`src/rtl/microwave_pkg.sv`:
```
// Shared types and constants for the microwave controller and its helpers.
package microwave_pkg;

    typedef enum logic [2:0] {
        IDLE  = 3'd0,
        ENTRY = 3'd1,
        COOK  = 3'd2,
        PAUSE = 3'd3,
        DONE  = 3'd4
    } state_e;

    typedef logic [3:0] bcd_t;

    localparam int unsigned KEY_W            = 10;
    localparam int unsigned TICK_DIV_DEFAULT = 50_000_000;

    // Encode a one-hot keypad vector into its BCD digit.
    function automatic bcd_t key_to_bcd(input logic [KEY_W-1:0] key);
        bcd_t d;
        d = '0;
        for (int i = 0; i < KEY_W; i++) begin
            if (key[i]) d = 4'(i);
        end
        return d;
    endfunction

endpackage

```
`src/rtl/sec_tick_gen.sv`:
```
// Prescaler producing a one-cycle tick every DIV enabled cycles; holds its count
// while disabled and restarts from zero on i_clr.
module sec_tick_gen #(
    parameter int unsigned DIV = 4
) (
    input  logic clk,
    input  logic rst_n,
    input  logic i_clr,
    input  logic i_en,
    output logic o_tick_c
);

    localparam int unsigned CntW = (DIV > 2) ? $clog2(DIV) : 1;

    logic [CntW-1:0] r_cnt;
    logic            w_last;

    assign w_last   = (r_cnt == CntW'(DIV - 1));
    assign o_tick_c = i_en && w_last;

    always_ff @(posedge clk or negedge rst_n) begin
        if (!rst_n) begin
            r_cnt <= '0;
        end else if (i_clr) begin
            r_cnt <= '0;
        end else if (i_en) begin
            r_cnt <= w_last ? '0 : r_cnt + CntW'(1);
        end
    end

endmodule

```
`src/rtl/microwave_controller.sv`:
```
// Microwave control FSM: keypad entry, cook/pause/done sequencing, second ticks.
// Build option DONE_AUTO_CLEAR_EN: leave DONE on its own after DONE_TICKS seconds.
module microwave_controller
    import microwave_pkg::*;
#(
    parameter int unsigned TICK_DIV   = TICK_DIV_DEFAULT,
    parameter int unsigned MAX_DIGITS = 3,
    parameter int unsigned DONE_TICKS = 3
) (
    input  logic             clk,
    input  logic             rst_n,
    input  logic [KEY_W-1:0] keypad,
    input  logic             start,
    input  logic             stop,
    input  logic             cancel,
    input  logic             door_closed,
    input  logic             timer_zero,
    output logic             timer_load,
    output bcd_t             timer_digit,
    output logic             timer_clear,
    output logic             timer_en,
    output logic             mag_on,
    output logic             done
);

`ifdef DONE_AUTO_CLEAR_EN
    localparam bit AutoClear = 1'b1;
`else
    localparam bit AutoClear = 1'b0;
`endif

    localparam int unsigned CntW     = $clog2(MAX_DIGITS + 1);
    localparam int unsigned DoneCntW = $clog2(DONE_TICKS + 1);

    logic [KEY_W-1:0]    r_key_q, r_key_d;
    logic                r_start_q, r_start_d;
    logic                r_stop_q, r_stop_d;
    logic                r_cancel_q, r_cancel_d;

    state_e              r_state, w_state_nxt;
    logic [CntW-1:0]     r_count, w_count_nxt;
    logic [DoneCntW-1:0] r_done_cnt, w_done_cnt_nxt;

    logic                w_load, w_clear, w_presc_clr;
    bcd_t                w_digit;
    logic                w_key_ev, w_start_ev, w_stop_ev, w_cancel_ev;
    logic                w_cook_exit, w_cook_run, w_done_ack, w_tick_en, w_tick;

    // Input edge-detect pipeline.
    always_ff @(posedge clk or negedge rst_n) begin
        if (!rst_n) begin
            r_key_q    <= '0;
            r_key_d    <= '0;
            r_start_q  <= 1'b0;
            r_start_d  <= 1'b0;
            r_stop_q   <= 1'b0;
            r_stop_d   <= 1'b0;
            r_cancel_q <= 1'b0;
            r_cancel_d <= 1'b0;
        end else begin
            r_key_q    <= keypad;
            r_key_d    <= r_key_q;
            r_start_q  <= start;
            r_start_d  <= r_start_q;
            r_stop_q   <= stop;
            r_stop_d   <= r_stop_q;
            r_cancel_q <= cancel;
            r_cancel_d <= r_cancel_q;
        end
    end

    // A key counts only when it is the sole key held and it has just risen.
    assign w_key_ev    = $onehot(r_key_q) && ((r_key_q & ~r_key_d) == r_key_q);
    assign w_start_ev  = r_start_q && !r_start_d;
    assign w_stop_ev   = r_stop_q && !r_stop_d;
    assign w_cancel_ev = r_cancel_q && !r_cancel_d;

    // Prescaler enable is derived from inputs only, so tick never feeds back into itself.
    assign w_cook_exit = w_cancel_ev || !door_closed || w_stop_ev || timer_zero;
    assign w_cook_run  = (r_state == COOK) && !w_cook_exit;
    assign w_done_ack  = w_cancel_ev || !door_closed || w_start_ev || w_key_ev;
    assign w_tick_en   = w_cook_run || (AutoClear && (r_state == DONE) && !w_done_ack);

    sec_tick_gen #(
        .DIV (TICK_DIV)
    ) u_sec_tick_gen (
        .clk      (clk),
        .rst_n    (rst_n),
        .i_clr    (w_presc_clr),
        .i_en     (w_tick_en),
        .o_tick_c (w_tick)
    );

    // Next-state and next-output logic.
    always_comb begin
        w_state_nxt    = r_state;
        w_count_nxt    = r_count;
        w_done_cnt_nxt = r_done_cnt;
        w_load         = 1'b0;
        w_digit        = '0;
        w_clear        = 1'b0;
        w_presc_clr    = 1'b0;
        unique case (r_state)
            IDLE: begin
                if (w_cancel_ev) begin
                    w_clear = 1'b1;
                end else if (w_key_ev) begin
                    w_load      = 1'b1;
                    w_digit     = key_to_bcd(r_key_q);
                    w_count_nxt = CntW'(1);
                    w_state_nxt = ENTRY;
                end
            end
            ENTRY: begin
                if (w_cancel_ev) begin
                    w_clear     = 1'b1;
                    w_count_nxt = '0;
                    w_state_nxt = IDLE;
                end else if (w_start_ev) begin
                    if (door_closed && !timer_zero) begin
                        w_presc_clr = 1'b1;
                        w_state_nxt = COOK;
                    end
                end else if (w_key_ev && (r_count < CntW'(MAX_DIGITS))) begin
                    w_load      = 1'b1;
                    w_digit     = key_to_bcd(r_key_q);
                    w_count_nxt = r_count + CntW'(1);
                end
            end
            COOK: begin
                if (w_cancel_ev) begin
                    w_clear     = 1'b1;
                    w_count_nxt = '0;
                    w_state_nxt = IDLE;
                end else if (!door_closed || w_stop_ev) begin
                    w_state_nxt = PAUSE;
                end else if (timer_zero) begin
                    w_presc_clr    = 1'b1;
                    w_done_cnt_nxt = '0;
                    w_state_nxt    = DONE;
                end
            end
            PAUSE: begin
                if (w_cancel_ev) begin
                    w_clear     = 1'b1;
                    w_count_nxt = '0;
                    w_state_nxt = IDLE;
                end else if (w_start_ev && door_closed) begin
                    w_state_nxt = COOK;
                end
            end
            DONE: begin
                if (w_done_ack) begin
                    w_clear     = w_cancel_ev;
                    w_count_nxt = '0;
                    w_state_nxt = IDLE;
                end else if (AutoClear && w_tick) begin
                    if (r_done_cnt == DoneCntW'(DONE_TICKS - 1)) begin
                        w_clear     = 1'b1;
                        w_count_nxt = '0;
                        w_state_nxt = IDLE;
                    end else begin
                        w_done_cnt_nxt = r_done_cnt + DoneCntW'(1);
                    end
                end
            end
            default: begin
                w_count_nxt = '0;
                w_state_nxt = IDLE;
            end
        endcase
    end

    // State and registered outputs.
    always_ff @(posedge clk or negedge rst_n) begin
        if (!rst_n) begin
            r_state     <= IDLE;
            r_count     <= '0;
            r_done_cnt  <= '0;
            timer_load  <= 1'b0;
            timer_digit <= '0;
            timer_clear <= 1'b0;
            timer_en    <= 1'b0;
            mag_on      <= 1'b0;
            done        <= 1'b0;
        end else begin
            r_state     <= w_state_nxt;
            r_count     <= w_count_nxt;
            r_done_cnt  <= w_done_cnt_nxt;
            timer_load  <= w_load;
            timer_digit <= w_digit;
            timer_clear <= w_clear;
            timer_en    <= w_cook_run && w_tick;
            mag_on      <= (w_state_nxt == COOK);
            done        <= (w_state_nxt == DONE);
        end
    end

endmodule

```
`config.mk`:
```
export PLATFORM = sky130hd
export DESIGN_NAME = microwave_controller
export DESIGN_NICKNAME = d
export VERILOG_FILES = /design/src/rtl/microwave_pkg.sv /design/src/rtl/sec_tick_gen.sv /design/src/rtl/microwave_controller.sv
export SDC_FILE = /design/constraint.sdc
export NUM_CORES = 1
export LEC_CHECK = 0
export ABC_AREA = 1
export CORE_UTILIZATION = 52
export CTS_CLUSTER_DIAMETER = 150
export DETAILED_ROUTE_END_ITERATION = 7
export GPL_TIMING_DRIVEN = 0
export PLACE_DENSITY = 0.81
export REMOVE_ABC_BUFFERS = 1
export SKIP_LAST_GASP = 1
export SYNTH_ARGS = -nofsm -noshare
export SYNTH_HDL_FRONTEND = slang
export SYNTH_HIERARCHICAL = 1
export SYNTH_SLANG_ARGS = --single-unit
```
`constraint.sdc`:
```
create_clock -name clk -period 3.2 [get_ports clk]
set_input_delay 0.64 -clock clk [delete_from_list [all_inputs] [get_ports clk]]
set_output_delay 0.64 -clock clk [all_outputs]
set_load 0.01 [all_outputs]
```
==> results of run 1 <==
-- per-stage QoR --
step	instance area [um2]	power [uW]
finish	3970	2090
floorplan	3350	1200
global route	3970	2210
global placement	3690	1300
CTS	3950	2100
detailed placement	3690	1320
-- cells by family after synthesis --
logic type      after synthesis  share of synthesized area
fa+ha+maj                    10                     0.0505
simple gates                246                      0.315
xor+xnor                      8                     0.0208
compound gates               27                     0.0471
flops                        66                      0.490
buf+inv                      65                     0.0768
-- critical path: stages, from the launching register on --
cell and delay, ps:
dfrtp_1 410, fa_1 510, fa_1 510, inv_1 50
fa_1 440, inv_1 70, ha_1 160, inv_1 50
fa_1 480, nand3_1 70, nor2_1 80, nand2_1 100
nor2_4 180, nor2_1 60, nor2_1 170, nand2_1 100
nand2_1 80, nand2_1 50
-- where the power goes --
| group | internal (uW) | leakage, uW | switching [uW] |
|---|---|---|---|
| Clock | 437 | 0.000105 | 330 |
| Sequential | 899 | 0.000822 | 52.4 |
| Combinational | 150 | 0.00100 | 220 |
-- synth_stat cells (3+ instances only) --
master   instances
nand2_1        105
nor2_1          85
dfrtp_1         66
inv_1           58
nand3_1         23
a21oi_1          8
nand4_1          8
o21ai_0          7
xor2_1           7
fa_1             6
nand2_2          6
nor3_1           5
ha_1             4
inv_2            3
nor2_4           3
o21ai_1          3
-- per-layer routing --
layer  wire (um)  track usage  share of wire  vias to the layer above
met2        3250        0.387           0.49                       85
met5           0            0              0                        -
met4         170        0.103          0.026                        0
li1            -            -              -                     1386
met1        2860        0.272           0.43                     1305
met3         347       0.0571          0.052                       23
-- timing repair --
action,CTS,global route
endpoints found under the hold margin,0,0
cloned,0,0
gates resized for setup,2,2
setup buffers,5,2
pin swaps,1,3
endpoints found under the setup margin,11,11
-- flip-flops by register name, summed over array words and instances (netlist names) --
signal and flops:
u_sec_tick_gen/r_cnt 26, r_key_d 10, r_key_q 10, timer_digit 4
r_state 3, r_count 2, done 1, mag_on 1
r_cancel_d 1, r_cancel_q 1, r_start_d 1, r_start_q 1
r_stop_d 1, r_stop_q 1, timer_clear 1, timer_en 1
timer_load 1
-- area by class of cell --
type	count	area [um2]
Fill cell	512	2120
Sequential cell	66	1650
Multi-Input combinational cell	291	1470
Timing Repair Buffer	32	300
Inverter	62	238
Clock buffer	9	124
Clock inverter	7	93.8
Tap cell	75	93.8
-- worst max path at each step --
stage | start | to | cells past startpoint
after floorplan | r_key_q[0] | r_count[1] | 17
after global placement | rst_n | r_key_q[0] | 1
after detailed placement | r_key_q[0] | r_count[0] | 17
after CTS | r_key_q[0] | r_count[0] | 17
after global routing | r_key_q[1] | r_count[1] | 17
final | r_key_q[1] | r_count[0] | 17
-- cells in the final DEF (no fill, tap or decap), drive strengths merged, types with 2 or more instances in the layout --
cell type,netlist,layout
bufinv,0,2
ha,4,4
and3,2,2
clkdlybuf4s50,0,24
o21bai,2,2
clkinvlp,0,2
fa,6,6
inv,61,61
o31ai,2,2
clkinv,1,4
buf,3,8
nand2,113,113
clkbuf,0,9
a21oi,8,8
nor2,90,90
nand3,25,25
nand4,8,8
dfrtp,66,66
nor3,5,5
and2,2,2
o21ai,11,11
xor2,7,7
==> metrics.txt, run 1 <==
area grow syn2layout=17.8%; VDD IR-drop max=about 0.35 mV; CP Data Arrival Time=3940 ps; CTS tree=built; Critical Path Sink Type=register; CTS root buf=clkbuf_8; worst skew pair latency=~340 ps; CTS buffer count=9; row count=28; R2R depth=17; minimum clock period=about 3700 ps; distinct cell type count of the synthesized netlist=34; fin. max-slew vios=0; Max-slew headroom=0.472; FF+latch count, synth=66; warning count from the yosys run=6; residual DRC count=0; Core Util, Final=0.652; R2R setup slack=-500 ps; total power per unit cell area=526 nW/um2; top_reg_cell synth=dfrtp_1; global placement routability congestion=0.854; cells after synthesis=approximately 420; Yosys top cell area share=0.490; cts hold-fix bufs=0; fin worst setup slack=-498 ps; ANT cells=0; failing checks=setup timing; Worst Skew=6.20 ps; worst hold path class=primary input to async pin; Via density=between 5 and 6; pin count of the biggest net entering global routing=67; RSZ-0062 raised after global routing=yes; Post-synth EDFFs=0; Initial Util=0.553; detailed placement HPWL=~4500 um; CP required=3440 ps; syn_area_per_cell=between 7 and 8 um2; status=complete, but fails checks; IO Pins=26; Crit Reg-Reg Endpoint=r_count[0]; max_cap viols=0; 1st-pass router iterations=4; Die W=82.5 um; htree depth=3; post-synth top area cell=dfrtp_1; port buffer count=25; DIE AREA=approximately 6800 um2; Die Ht=just over 80 um; initial antenna violation count=0; Crit Path Class=register to register; clock sinks=between 60 and 70; Fin Hold WS=373 ps; global-route wire length before repair=around 11000 um; # nets final=about 490; largest cells by area after synthesis=dfrtp_1, nand2_1, nor2_1; WL final=roughly 6600 um; Final period util=1.16; critical path peak fanout=5; Post-synth ARST share=1.00; Final Hold Fails=0; Fin Setup TNS=-4290 ps; Worst setup SP type=register; Worst-path clk slew=about 80 ps; CTS max path bufs=2; RR Startpoint=r_key_q[1]; placed cells=about 520; Least-Margin Pin Slew=between 700 and 800 ps; Mapped Area=around 3400 um2; vias in the first global route=about 2700; final setup violation count=11; wire per inst=around 12 um; Detail Route Antenna Nets=0; share of the yosys chip area belonging to registers=0.490; static leakage=0.00193 uW; Remaining Overflow, GRT=0; fmax=about 270 MHz; gr usage total=0.228; core area=between 6000 and 7000 um2; Post-Layout Cell Count=between 500 and 600; dpl ws=-455 ps; share of post-route cells with drive strength above 1=0.107; via count=2799; DRT iter0 DRCs=approximately 180
No activity file was read; power rests on OpenSTA's default activity.
==> run 2: changes to the inputs <==
ABC_AREA = unset   (was 1)
TNS_END_PERCENT = 10   (was unset)
==> run 2 against run 1 <==
The run still ends with setup timing left; sequential power shrank 3.6%; die area is 4.5% lower; area after synthesis fell by 4.6%; clock power down 8.2%; non-clock buffer count grew 1; routed wire length up 1.1%; cell area fell by 4.4%.
==> metrics.txt, run 2 <==
Max-slew headroom=0.239; share of post-route cells with drive strength above 1=0.148; port buffer count=25; R2R depth=14; largest cells by area after synthesis=dfrtp_1, fa_1, a21oi_1; global-route wire length before repair=11700 um; Fin Setup TNS=-9480 ps; DRT iter0 DRCs=about 150; Fin Hold WS=slightly below 300 ps; wire per inst=about 16 um; fin worst setup slack=-696 ps; ANT cells=0; Worst setup SP type=register; minimum clock period=roughly 4000 ps; R2R setup slack=-700 ps; Post-synth ARST share=1.00; Worst-path clk slew=approximately 80 ps; FILL cells=460; vias in the first global route=2446; critical path peak fanout=5; area grow syn2layout=18.1%; Crit Reg-Reg Endpoint=timer_digit[2]; Mapped Area=roughly 3200 um2; Final period util=1.22; cells after synthesis=301; total power=1910 uW; initial antenna violation count=0; global placement routability congestion=approximately 0.90; Least-Margin Pin Slew=~1100 ps; Final Hold Fails=0; most common cell after layout, fill and taps aside=dfrtp_1; post-synth top area cell=dfrtp_1; RR Startpoint=r_key_q[0]; Initial Util=0.540; CTS root buf=clkbuf_8; Via density=5.96; status=complete, but fails checks; htree depth=3; fin. max-slew vios=0; fmax=around 260 MHz; # nets final=360; pin count of the biggest net entering global routing=43; share of the yosys chip area belonging to registers=0.513; Post-synth EDFFs=0; detailed placement HPWL=4570 um; failing checks=setup timing; RSZ-0062 raised after global routing=yes; dpl ws=-703 ps; Die W=slightly above 80 um; top_reg_cell synth=dfrtp_1; Post-Layout Cell Count=just over 400; Die Ht=roughly 81 um; gr usage total=0.240; core area=5960 um2; Worst Skew=between 9 and 10 ps; IO Pins=26; warning count from the yosys run=6; via count=between 2000 and 2500; Largest regs=u_sec_tick_gen/r_cnt: 26 flops, r_key_d: 10 flops, r_key_q: 10 flops; CTS max path bufs=2; area taken by multi-input logic gates=1450 um2; FF+latch area=roughly 1700 um2; worst skew pair latency=340 ps; CTS buffer count=9; most common library cells after synthesis=dfrtp_1, inv_1, nor2_1; 1st-pass router iterations=4; static leakage=approximately 0.0016 uW; CTS tree=built; CP required=roughly 3500 ps; most frequent cell after synthesis=dfrtp_1; CP Data Arrival Time=4180 ps; total power per unit cell area=roughly 500 nW/um2; VDD IR-drop max=0.346 mV; Remaining Overflow, GRT=0; Detail Route Antenna Nets=0; placed cells=about 400; row count=28; residual DRC count=0; Critical Path Sink Type=register; max FFs per register=26; register bank with the most flops=u_sec_tick_gen/r_cnt; syn_area_per_cell=approximately 11 um2; cts hold-fix bufs=0; max_cap viols=0; WL final=between 6000 and 7000 um; most frequent cells in the layout=dfrtp_1, clkdlybuf4s50_1, nor2_1; Yosys top cell area share=0.513; final setup violation count=27; worst hold path class=primary input to async pin; distinct cell type count of the synthesized netlist=60; DIE AREA=approximately 6500 um2; Crit Path Class=register to register; FF+latch count, synth=66; clock sinks=66
run 2: changes by cell type in the layout (fill, tap and decap cells not counted), sizes merged, moves of 5 or more:
| cell | before | now |
|---|---|---|
| nand2 | 113 | 19 |
| nor2 | 90 | 21 |
| inv | 61 | 23 |
| nand3 | 25 | 11 |
| a21oi | 8 | 19 |
| or4 | 0 | 8 |
| nand4 | 8 | 15 |
| or3 | 0 | 6 |
| nand3b | 0 | 5 |
| o31ai | 2 | 7 |
run 2: cells by family (layout without fill, tap and decap cells):
group / Yosys count / in the layout / share of synthesized area
xor gates and xnor gates: 7 / 7 / 0.0191
muxes: 2 / 2 / 0.00700
AOI/OAI and AO/OA: 64 / 64 / 0.153
adders and majority gates: 10 / 10 / 0.0529
buffers and inverters: 33 / 70 / 0.0408
and+or+nand+nor: 119 / 119 / 0.214
DFF: 66 / 66 / 0.513
run 2: worst max path at each step:
stage | start | endpoint | cells past startpoint
2_1_floorplan | r_key_q[0] | mag_on | 13
3_3_place_gp | r_key_q[1] | mag_on | 13
3_5_place_dp | r_key_q[7] | timer_digit[1] | 13
4_1_cts | r_key_q[1] | timer_digit[1] | 14
5_1_grt | r_key_q[0] | timer_digit[2] | 14
6_report | r_key_q[0] | timer_digit[2] | 14
run 2: repair_timing:
item                       4_1_cts  5_1_grt
setup buffers                    6        1
pin swaps                        1        1
setup endpoints to repair       27       27
resized for setup                7        4
run 2: stage by stage:
step,area (um2),util
2_1_floorplan,3160,-
3_3_place_gp,3510,0.589
3_5_place_dp,3520,0.592
4_1_cts,3780,0.635
5_1_grt,3800,0.638
6_report,3800,0.638
run 2: critical path, stage by stage (launching register included):
cell and delay, ps:
dfrtp_1 410, fa_1 510, fa_1 540, inv_2 40
fa_1 420, inv_1 70, ha_2 180, inv_2 40
fa_2 520, nand2_2 60, a211oi_2 140, and3_4 240
nand2_4 70, a2111oi_4 330, and3_4 270
run 2: where the power goes:
group / switching, uW / internal, uW / leakage (uW)
Sequential: 39.9 / 878 / 0.000843
Combinational: 153 / 135 / 0.000653
Clock: 339 / 365 / 0.0000962
run 2: routing by layer:
layer  global-route usage  up-vias  share of wire
li1                     -     1170              -
met1                0.295     1230           0.44
met2                0.391       52           0.51
met3               0.0648       11          0.035
met4                0.109        0          0.014
met5                    0        -              0
run 2: area by class of cell:
| class | count | area share |
|---|---|---|
| repair buffers | 33 | 0.0837 |
| inverters | 21 | 0.0208 |
| multi-input cells | 202 | 0.382 |
| well taps | 75 | 0.0247 |
| clock buffers | 9 | 0.0326 |
| flip-flops and latches | 66 | 0.436 |
| clock inverters | 7 | 0.0201 |
==> run 3: changes to the inputs <==
SETUP_SLACK_MARGIN = 0.3   (was unset)
==> run 3 against run 2 <==
Combinational power barely moved; non-clock buffer count stayed put; largest cell class unchanged; critical path type unchanged; clock skew about the same; the flow still finishes with violations (setup timing); clock power about the same.
==> metrics.txt, run 3 (synthesis results as in run 2) <==
Seq pwr share=0.481; detailed placement HPWL=4570 um; delay-heaviest family, CP=adder cells; most frequent cells in the layout=dfrtp_1, clkdlybuf4s50_1, nor2_1; residual DRC count=0; Worst Skew=approximately 9.5 ps; fmax=approximately 260 MHz; static leakage=0.00159 uW; VDD IR-drop max=roughly 0.35 mV; Worst-path clk slew=80 ps; 1st-pass router iterations=4; failing checks=setup timing; CTS max path bufs=2; Crit Path Class=register to register; CTS tree=built; RSZ-0062 raised after global routing=yes; CP peak stage delay=540 ps; Internal Pwr Total=around 1400 uW; Die Ht=80.7 um; worst skew pair latency=approximately 340 ps; pin count of the biggest net entering global routing=43; Critical Path Sink Type=register; final setup violation count=27; Detail Route Antenna Nets=0; Final Hold Fails=0; Slowest-stage cell, CP=fa_1; core area=a little under 6000 um2; initial antenna violation count=0; Remaining Overflow, GRT=0; DRT iter0 DRCs=roughly 160; area grow syn2layout=18.1%; Max-slew headroom=0.239; crit path cell chain=fa_1 -> fa_1 -> inv_2 -> fa_1 -> inv_1 -> ha_2 -> inv_2 -> fa_2 -> nand2_2 -> a211oi_2 -> and3_4 -> nand2_4 -> a2111oi_4 -> and3_4; Worst setup SP type=register; CP Data Arrival Time=4170 ps; worst hold path class=primary input to async pin; WL final=6700 um; wire per inst=16.2 um; share of post-route cells with drive strength above 1=0.151; Largest regs=u_sec_tick_gen/r_cnt: 26 flops, r_key_d: 10 flops, r_key_q: 10 flops; power share of the clock group=0.368; Post-Layout Cell Count=roughly 410; fin. max-slew vios=0; global-route wire length before repair=between 10000 and 15000 um; register bank with the most flops=u_sec_tick_gen/r_cnt; placed cells=between 300 and 400; global placement routability congestion=between 0.8 and 0.9; Initial Util=0.540; max_cap viols=0; CTS buffer count=9; cell mode on critical path=fa_1; port buffer count=25; via count=2466; row count=28; cts hold-fix bufs=0; Via density=5.97; status=complete, but fails checks; ANT cells=0; IO Pins=26; critical path peak fanout=5; Logic pwr share=0.151; CTS root buf=clkbuf_8; Die W=~81 um; Core Util, Final=0.638; switching part of the total=0.279; htree depth=3; Least-Margin Pin Slew=approximately 1100 ps; Net Sw Power=532 uW; CP required=3480 ps; fin worst setup slack=-694 ps; DIE AREA=6500 um2; clock sinks=66; Final period util=1.22; gr usage total=0.240; most common cell after layout, fill and taps aside=dfrtp_1; # nets final=360; WP buf/inv=3; total power per unit cell area=just over 500 nW/um2; vias in the first global route=approximately 2400; minimum clock period=3890 ps; total power=1910 uW; max FFs per register=26
-- run 3: cell counts in the layout (fill, tap and decap cells not counted) --
Identical to the previous run, type by type.
-- run 3: layout make-up --
class | instances | area, um2
fill | 460 | 2160
sequential | 66 | 1660
multi-input combinational | 202 | 1450
timing repair buffer | 33 | 318
clock buffer | 9 | 124
tap | 75 | 93.8
inverter | 21 | 78.8
clock inverter | 7 | 76.3
-- run 3: worst reg2reg max path: stages (launching register included) --
cell       delay (ps)
dfrtp_1           410
fa_1              510
fa_1              540
inv_2              40
fa_1              420
inv_1              70
ha_2              180
inv_2              40
fa_2              520
nand2_2            60
a211oi_2          140
and3_4            240
nand2_4            70
a2111oi_4         330
and3_4            270
-- run 3: worst paths after layout --
| check | start | end | slack (ps) | depth (start not counted) |
|---|---|---|---|---|
| hold reg to reg | r_cancel_q | r_cancel_d | 380 | 0 |
| hold / removal | rst_n | r_key_d[3] | 290 | 1 |
| setup / recovery | r_key_q[0] | timer_digit[2] | -690 | 14 |
| setup reg to reg | r_key_q[0] | timer_digit[2] | -690 | 14 |
| max in group asynchronous | rst_n | r_key_q[7] | 2270 | 2 |
| min in group clk | r_cancel_q | r_cancel_d | 380 | 0 |
-- run 3: per-layer routing --
metal | wire length [um] | track usage | vias up
met4 | 96 | 0.109 | 0
met2 | 3450 | 0.391 | 52
li1 | - | - | 1170
met5 | 0 | 0 | -
met3 | 238 | 0.0648 | 11
met1 | 2920 | 0.295 | 1233
-- run 3: timing repair --
action / 4_1_cts / 5_1_grt
endpoints found under the setup margin: 27 / 31
buffers inserted: 6 / 1
pin swaps: 1 / 1
resized for setup: 7 / 5
-- run 3: metrics by stage --
stage               cell area (um2)  setup WS [ps]  hold slack, ps  TNS [ps]
detailed placement             3520           -703             359    -14630
floorplan                      3160           -417             344     -3200
global route                   3800           -812             318    -15630
global placement               3510           -566             354    -48310
CTS                            3780           -618             296     -8590
finish                         3800           -694             294     -9460
-- run 3: power groups by stage --
stage	clock, uW	sequential (uW)	combinational [uW]
global route	762	925	328
global placement	0	931	231
CTS	721	917	275
floorplan	0	924	163
finish	704	918	288
detailed placement	0	935	249
